===== src/rtl/lcd_write_arbiter.sv =====
// Round-robin arbiter sharing the LCD write engine between two requesters.
// Holds the bus for the HD44780 execution time before acknowledging.
module lcd_write_arbiter #(
  parameter int SHORT_WAIT = 2000,
  parameter int LONG_WAIT  = 82000
) (
  input  logic       clk,
  input  logic       rst,
  input  logic       req0,
  input  logic       req1,
  input  logic       rs0,
  input  logic       rs1,
  input  logic [7:0] data0,
  input  logic [7:0] data1,
  output logic       ack0,
  output logic       ack1,
  output logic       wr_enable,
  output logic       reg_sel,
  output logic [7:0] db_out,
  input  logic       wr_finish,
  output logic [1:0] grant,
  output logic       busy
);

  localparam int CW = (LONG_WAIT > 1) ? $clog2(LONG_WAIT) : 1;
  localparam logic [CW-1:0] SHORT_LD = CW'(SHORT_WAIT - 1);
  localparam logic [CW-1:0] LONG_LD  = CW'(LONG_WAIT - 1);

  typedef enum logic [2:0] {
    IDLE,
    ISSUE,
    WAIT_WR,
    SETTLE,
    ACK
  } state_t;

  state_t        state;
  logic [CW-1:0] cnt;
  logic          last_served;
  logic          pick1;
  logic          long_cmd;

  // last_served == 1 means requester 1 went last, so req0 wins a tie
  assign pick1 = req1 & (~req0 | ~last_served);

  // clear (0x01) and return home (0x02/0x03) need the long settle time
  assign long_cmd = ~reg_sel & (db_out[7:2] == 6'd0)
                  & (db_out[1:0] != 2'd0);

  assign busy = (state != IDLE);

  always_ff @(posedge clk or negedge rst) begin
    if (!rst) begin
      state       <= IDLE;
      cnt         <= '0;
      last_served <= 1'b1;
      wr_enable   <= 1'b0;
      ack0        <= 1'b0;
      ack1        <= 1'b0;
      grant       <= 2'b00;
      reg_sel     <= 1'b0;
      db_out      <= 8'h00;
    end else begin
      wr_enable <= 1'b0;
      ack0      <= 1'b0;
      ack1      <= 1'b0;
      unique case (state)
        IDLE: begin
          if (req0 | req1) begin
            grant     <= pick1 ? 2'b10 : 2'b01;
            reg_sel   <= pick1 ? rs1 : rs0;
            db_out    <= pick1 ? data1 : data0;
            wr_enable <= 1'b1;
            state     <= ISSUE;
          end
        end
        ISSUE: begin
          state <= WAIT_WR;
        end
        WAIT_WR: begin
          if (wr_finish) begin
            cnt   <= long_cmd ? LONG_LD : SHORT_LD;
            state <= SETTLE;
          end
        end
        SETTLE: begin
          if (cnt == '0) begin
            ack0  <= grant[0];
            ack1  <= grant[1];
            state <= ACK;
          end else begin
            cnt <= cnt - CW'(1);
          end
        end
        ACK: begin
          last_served <= grant[1];
          grant       <= 2'b00;
          state       <= IDLE;
        end
        default: begin
          state <= IDLE;
        end
      endcase
    end
  end

endmodule


===== config.mk =====
export PLATFORM = sky130hd
export DESIGN_NAME = lcd_write_arbiter
export DESIGN_NICKNAME = d
export VERILOG_FILES = /design/src/rtl/lcd_write_arbiter.sv
export SDC_FILE = /design/constraint.sdc
export NUM_CORES = 1
export LEC_CHECK = 0
export ABC_AREA = 1
export BUFFER_PORTS_ARGS = -buffer_cell sky130_fd_sc_hd__buf_2
export CELL_PAD_IN_SITES_DETAIL_PLACEMENT = 1
export CELL_PAD_IN_SITES_GLOBAL_PLACEMENT = 1
export CORE_MARGIN = 2
export CORE_UTILIZATION = 42
export DETAILED_ROUTE_END_ITERATION = 8
export HOLD_SLACK_MARGIN = 0.1
export PLACE_DENSITY_LB_ADDON = 0.1
export SETUP_SLACK_MARGIN = 0.15
export SYNTH_ARGS = -nofsm -noshare
export SYNTH_HDL_FRONTEND = slang
export SYNTH_SLANG_ARGS = --single-unit

===== constraint.sdc =====
create_clock -name clk -period 4.9 [get_ports clk]
set_clock_uncertainty 0.2 [all_clocks]
set_input_delay 0.49 -clock clk [delete_from_list [all_inputs] [get_ports clk]]
set_output_delay 0.49 -clock clk [all_outputs]
set_load 0.1 [all_outputs]

* Word level (Yosys, flattened, before mapping)
Index checks and enable logic that the tools add are counted. W data, S select, Z words.
Word-level totals: flip-flop bits (word level) 35, input port bits 23, output and inout bits 15
Cells by class: reductions and logical operators 11, mux-type cells 19, equality and inequality tests 8, bitwise operators 8, $add $sub $neg 1
Operators with widths (count):
- $mux W17 | 3
- $pmux W17 S2 | 1
- $logic_not A17 Y1 | 1
- $sub A17 B1 Y17 const B | 1
- $pmux W3 S4 | 1
- $mux W3 | 3
- $mux W8 | 1
- $ne A2 B2 Y1 const B | 4
- $mux W1 | 7
- $eq A3 B2 Y1 const B | 2
- $logic_not A6 Y1 | 1
- $reduce_and A3 Y1 | 2
- $reduce_bool A2 Y1 | 3
- $mux W2 | 2
- $pmux W2 S2 | 1
- $reduce_and A2 Y1 | 2
- $and A1 B1 Y1 | 3
- $eq A3 B1 Y1 const B | 1
- $eq A3 B3 Y1 const B | 1
- $logic_not A3 Y1 | 1
- $not A1 Y1 | 3
- $reduce_bool A3 Y1 | 1
- $or A1 B1 Y1 | 2

* Logic depth before layout (Yosys ltp)
Gate-level depths: netlist (run 1).
depth after elaboration 6, mapped depth 11

* Least setup slack after synthesis (run 1)
No wires, ideal clock.
path type register -> register, from register state[2], to register db_out[6], slack 2.747 ns, cell stages (with the launch flop) 7, data arrival time 1.870 ns, path through dfrtp_1 > nor2_2 > nand2_1 > a21oi_1 > buf_2 > o21ai_0 > o22ai_1
On the way: longest elaborated chain between the ends 2
Ends and longest elaborated chain:
- start: declaration | line 37 | state_t state;
- start signal: assignment | line 54 | state <= IDLE;
- start signal: assignment | line 74 | state <= ISSUE;
- start signal: assignment | line 78 | state <= WAIT_WR;
- $logic_not A3 Y1 | line 67 | unique case (state)
- $reduce_and A2 Y1 (no source line)
- end signal: assignment | line 72 | db_out <= pick1 ? data1 : data0;
- end: declaration | line 19 | output logic [7:0] db_out,
No other way between the ends. A chain may end at the register's enable or synchronous reset.

* Final worst setup path (run 1)
from register state[2], to output busy
On the way: longest elaborated chain between the ends 1
Ends and longest elaborated chain:
- $reduce_bool A3 Y1 | line 50 | assign busy = (state != IDLE);
- end: declaration | line 22 | output logic busy
No other way between the ends.

==> impl_results.md, run 1 <==
* Status: complete, no violations
* Syn_nets at between 300 and 400
* Max cap viols at 0
* First-pass GRT wire length at roughly 8600 µm
* Max rail drop VDD at 0.471 mV
* Clock sink count at 35
* Clock transition at the registers of the reported paths at approximately 0.07 ns
* GRT Total Usage at between 20% and 30%
* Chip width at between 70 and 80 µm
* #FFs+latches synth at 35
* Worst Path Arrival at approximately 1.5 ns
* Port Buffers at 37
* 1st-iter DRT viols at 77
* Post-layout min period at 2.14 ns
* Critical path cell sequence: nor2_2 > nand2_1 > buf_2
* Top cells by area, synth: dfrtp_1, nand2_1, nor2_1
* Synthesized instance count at approximately 280
* Final Hold Fails at 0
* Number of cell rows at 25
* CTS tree: yes
* Drt wl/cell at between 10 and 15 µm
* GPL Wtd Cong at ~0.75
* Worst skew pair latency at around 0.28 ns
* YS warnings at 0
* RSZ-0062 raised after global routing: false
* Post-Synth Adder-Cell Area at less than 1%
* Post-cts hold buffer count at 0
* Tcrit/Tclk final at ~44%
* Seq/Total Area, Yosys at a little over two fifths
* H-tree depth at 2
* Fmax at approximately 470 MHz
* Critical path's slowest cell: buf_2
* Core Area at around 4700 µm²
* Crit-path max FO at 5
* CP max stage delay at 0.46 ns
* Synth area leader: dfrtp_1
* Share of cells above drive strength 1 at about a fifth
* Die area at ~5400 µm²
* Largest family of logic cells by synthesized area: simple AND/OR/NAND/NOR gates
* Final setup viols at 0
* Initial Util at between 40% and 50%
* Via count at 1916
* Placed wire-length estimate at 3780 µm
* Via density at roughly 5.1
* Mux share of post-synthesis cell area at 0%
* Root Driver: clkbuf_8
* Grt ovf at 0
* Area Growth Syn to Fin at 14.9%
* Buffers & Inverters on Critical Path at 1
* Power density over the cells at around 730 nW/µm²
* # diodes at 0
* Worst setup SP type: register
* Drt first pass iters at 4
* Yosys cell types at 30
* Largest net degree at the start of global routing at 36
* Ports at 38
* Routed Wire Length at slightly above 5000 µm
* Leakage power at ~1.2 nW
* Post-cts gate resize count at 0
* Critical path class: register to output pin
* Max Transition Viols Final at 0
* Slew headroom at 45.1%
* Slew @ Worst Pin at roughly 0.82 ns
* Vias in the first global route at between 1500 and 2000
* Clock buffer depth at 2
* Hold crit path type: primary input to asynchronous set/reset pin
* Post-synthesis compound-gate area fraction at ~13%
* Delay-heaviest family, CP: buffers and inverters
* Setup_tns at 0 ns
* Worst R2R Setup Slack at ~2.8 ns
* Die H at approximately 73 µm
* Total CTS buffers at 5
* CP endpoint kind: output pin
* Required @ worst endpoint at 4.21 ns
* Initial antenna violation count at 0
* DRC Markers at 0
* Antenna Violating Nets Remaining at 0
* Area share of the largest cell type after synthesis at 42.2%
* Post-CTS Setup Inserts at 0
* Area of the mapped netlist at approximately 2000 µm²
* Post-synthesis simple-gate area fraction at between 30 and 40%
* Fin nets at 347
* Final core occ at about half
* Post-synthesis xor/xnor area fraction at 0%
* Syn_area_per_cell at around 7 µm²
[synthesized netlist by cell type]
master	count
o21ai_0	19
ha_1	1
a21oi_1	4
nand2_2	1
o31ai_1	1
nand4_2	1
o21ai_1	2
buf_2	3
nor3_1	1
o21ai_2	6
buf_4	1
nand3_1	20
inv_1	37
nand3b_1	2
buf_8	1
nand3_2	1
o22ai_1	10
inv_2	3
dfrtp_1	34
nor3_2	1
clkbuf_1	1
or2_2	1
nor2_1	40
dfstp_2	1
o211ai_1	1
o2111ai_1	1
nor2_4	1
nor2_2	4
a31oi_1	1
nand2_1	84
[cell families after synthesis]
kind of cell | count (synthesis)
AOI/OAI and AO/OA | 45
adders and majority gates | 1
buffers and inverters | 46
DFF | 35
and+or+nand+nor | 157
[through the flow]
step                std cells  hold slack, ns  area [µm²]  setup WS (ns)  total power, mW
global route              378           0.149        2320           2.54             1.83
floorplan                 284        -0.00559        2020           2.75             1.33
CTS                       378           0.117        2320           2.73             1.72
global placement          370           0.273        2240           2.80             1.50
finish                    378          0.0933        2320           2.76             1.70
detailed placement        370           0.275        2240           2.73             1.51
[routing by layer]
metal,vias to the layer above,part of all wire [%],track usage [%],routed length (µm)
met2,36,48,35.4,2430
li1,977,-,-,-
met3,7,3.2,3.57,165
met5,-,0,0,0
met4,0,1.2,6.46,59
met1,896,48,26.9,2440
[power breakdown]
| group | switching (mW) | internal, mW | leakage [nW] |
|---|---|---|---|
| Combinational | 0.792 | 0.225 | 0.734 |
| Clock | 0.103 | 0.0998 | 0.0422 |
| Sequential | 0.0813 | 0.403 | 0.434 |
| Total | 0.976 | 0.728 | 1.21 |
[path summary, 6_finish.rpt]
kind / cells past startpoint / from / end
max: 3 / state[2] / busy
max reg2reg: 5 / state[1] / cnt[11]
min in group clk: 3 / data1[2] / db_out[2]
min: 1 / rst / db_out[5]
max in group asynchronous: 1 / rst / state[2]
min reg2reg: 2 / cnt[16] / cnt[16]
[cells in the final DEF, fill, tap and decap left out, types with 3 or more instances in the layout]
cell       n
a21oi_1    4
buf_2     37
clkbuf_8   5
dfrtp_1   34
inv_1     37
inv_2      3
nand2_1   84
nand3_1   20
nor2_1    40
nor2_2     4
o21ai_0   19
o21ai_2    6
o22ai_1   10
[flip-flops by register name, summed over array words and instances (netlist names)]
| signal | flops |
|---|---|
| cnt | 17 |
| db_out | 8 |
| state | 3 |
| grant | 2 |
| ack0 | 1 |
| ack1 | 1 |
| last_served | 1 |
| reg_sel | 1 |
| wr_enable | 1 |
[area by class of cell]
type | count | area [µm²]
Fill cell | 624 | 2370
Multi-Input combinational cell | 203 | 950
Sequential cell | 35 | 877
Timing Repair Buffer | 38 | 193
Inverter | 40 | 150
Clock buffer | 7 | 76.3
Tap cell | 54 | 67.6
Clock inverter | 1 | 5.00
No activity file was read; power rests on OpenSTA's default activity.
==> run 2: changes to the inputs <==
--- a/config.mk
+++ b/config.mk
@@ -10,7 +10,7 @@
 export CELL_PAD_IN_SITES_DETAIL_PLACEMENT = 1
 export CELL_PAD_IN_SITES_GLOBAL_PLACEMENT = 1
 export CORE_MARGIN = 2
-export CORE_UTILIZATION = 42
+export CORE_UTILIZATION = 39
 export DETAILED_ROUTE_END_ITERATION = 8
 export HOLD_SLACK_MARGIN = 0.1
 export PLACE_DENSITY_LB_ADDON = 0.1
==> constraint.sdc (replaced) <==
create_clock -name clk -period 2.1 [get_ports clk]
set_clock_uncertainty 0.2 [all_clocks]
set_input_delay 0.21 -clock clk [delete_from_list [all_inputs] [get_ports clk]]
set_output_delay 0.21 -clock clk [all_outputs]
set_load 0.1 [all_outputs]
==> run 2 against run 1 <==
  * Utilization grew 3.0 points
  * Critical path depth is 6 higher
  * Design area up 14%
  * Final cell count up 12%
  * Sequential share of layout area shrank 4.6 points
  * Clock-buffer cell count decreased by 1
  * Clock power grew 140%
  * Highest routed layer unchanged
  * Routed wire length increased by 16%
==> impl_results.md, run 2 (synthesized netlist as in run 1, its figures left out) <==
* Status: complete, no violations
* Via count at 2033
* RSZ-0062 raised after global routing: false
* Via density at slightly below 5
* Power density over the cells at 1590 nW/µm²
* Tcrit/Tclk final at between 80% and 90%
* Sw Pwr at roughly 2.4 mW
* First-pass GRT wire length at between 10000 and 15000 µm
* Largest net degree at the start of global routing at 22
* Ports at 38
* Fmax at ~550 MHz
* DRC Markers at 0
* Critical path's slowest cell: dfrtp_2
* Grt ovf at 0
* Switching Fraction at a little under three fifths
* Max FFs per register at 17
* Worst setup SP type: register
* Clock share of power at 11.6%
* Clock sink count at 35
* Initial Util at approximately 40%
* Buffers & Inverters on Critical Path at 1
* Leakage power at between 1 and 1.5 nW
* Number of cell rows at 26
* Slew headroom at ~67%
* Internal power at 1.82 mW
* Drt first pass iters at 4
* CP endpoint kind: register
* Biggest regs: cnt: 17 flops, db_out: 8 flops, state: 3 flops
* Initial antenna violation count at 0
* Dpl ws at about 0.15 ns
* 1st-iter DRT viols at between 60 and 70
* Antenna Violating Nets Remaining at 0
* Max Transition Viols Final at 0
* Worst Path Arrival at 1.81 ns
* # diodes at 0
* Slew @ Worst Pin at approximately 0.50 ns
* GRT Total Usage at 22.0%
* Worst skew pair latency at slightly below 0.3 ns
* Share of cells above drive strength 1 at a little under a quarter
* Most frequent cells in the layout: nand2_1, buf_2, inv_1, nor2_1, dfrtp_1
* Final setup viols at 0
* Placed wire-length estimate at roughly 4000 µm
* Root Driver: clkbuf_8
* Vias in the first global route at 2194
* Fin Hold WS at ~0.12 ns
* Core Area at 5040 µm²
* Final Hold Fails at 0
* CTS tree: yes
* Most flops, register: cnt
* Clock transition at the registers of the reported paths at 0.07 ns
* Fin nets at approximately 380
* Routed Wire Length at 5920 µm
* GPL Wtd Cong at around 0.77
* Combinational power share at between 60% and 70%
* Final core occ at between 50% and 60%
* Critical path class: register to register
* Clock buffer depth at 2
* CP max stage delay at 0.44 ns
* Delay-heaviest family, CP: simple AND/OR/NAND/NOR gates
* H-tree depth at 2
* Port Buffers at 37
* Max cap viols at 0
* Required @ worst endpoint at about 2.1 ns
* Area Growth Syn to Fin at 31.0%
* Max rail drop VDD at 0.881 mV
* Total CTS buffers at 5
* Chip width at roughly 76 µm
* Seq pwr share at a little over a quarter
* Hold crit path type: primary input to register
* Most common cell after layout, fill and taps aside: nand2_1
* Die H at around 76 µm
* Crit-path max FO at 16
* Critical path cell sequence: nor2_2 > nand2_1 > nor2_4 > nand3_1 > nor2_2 > nor2_4 > buf_12 > nand2_1 > o21ai_2
* Final WS setup at about 0.27 ns
* Post-layout min period at 1.83 ns
* Setup_tns at 0 ns
* Die area at 5770 µm²
* Drt wl/cell at around 14 µm
[run 2: per-stage QoR]
step,total power [mW],cell area [µm²],std cells
2_1_floorplan,3.10,2020,284
3_5_place_dp,3.58,2300,392
3_3_place_gp,3.55,2300,392
4_1_cts,4.13,2590,420
6_report,4.19,2640,422
5_1_grt,4.52,2640,422
[run 2: final timing paths]
kind	depth (start not counted)	startpoint	end	slack, ns
max	9	cnt[5]	cnt[4]	0.27
max reg2reg	9	cnt[5]	cnt[4]	0.27
min reg2reg	2	last_served	last_served	0.31
min in group asynchronous	2	rst	cnt[6]	0.22
max in group asynchronous	3	rst	last_served	0.90
min	5	wr_finish	state[2]	0.12
[run 2: final cells by class]
type / count / area [µm²]
Tap cell: 70 / 87.6
Sequential cell: 35 / 878
Timing Repair Buffer: 66 / 465
Multi-Input combinational cell: 203 / 977
Clock inverter: 2 / 12.5
Inverter: 40 / 150
Fill cell: 663 / 2400
Clock buffer: 6 / 72.6
[run 2: what timing repair did]
item | in CTS | in global routing
setup endpoints to repair | 1 | 19
endpoints found under the hold margin | 44 | 0
buffers inserted | 0 | 2
hold buffers | 20 | 0
resized for setup | 1 | 10
pin swaps | 0 | 3
[run 2: metal layers]
metal	track usage, %	wire, µm	part of all wire [%]	vias up
met2	39.0	3080	52	33
met5	0	0	0	-
met1	27.0	2590	44	954
li1	-	-	-	1038
met4	6.91	85	1.4	0
met3	4.05	157	2.7	8
[run 2: worst min-delay path, stage by stage]
cell,delay (ns)
buf_2,0.07
inv_1,0.04
nand3_2,0.08
o2111ai_1,0.11
inv_1,0.06
[run 2: power by group through the flow]
stage	logic, mW	clock network, mW	registers [mW]
after floorplan	1.21	0	1.89
after global placement	2.42	0	1.13
after detailed placement	2.45	0	1.14
after CTS	2.50	0.505	1.13
after global routing	2.82	0.528	1.17
final	2.57	0.485	1.14
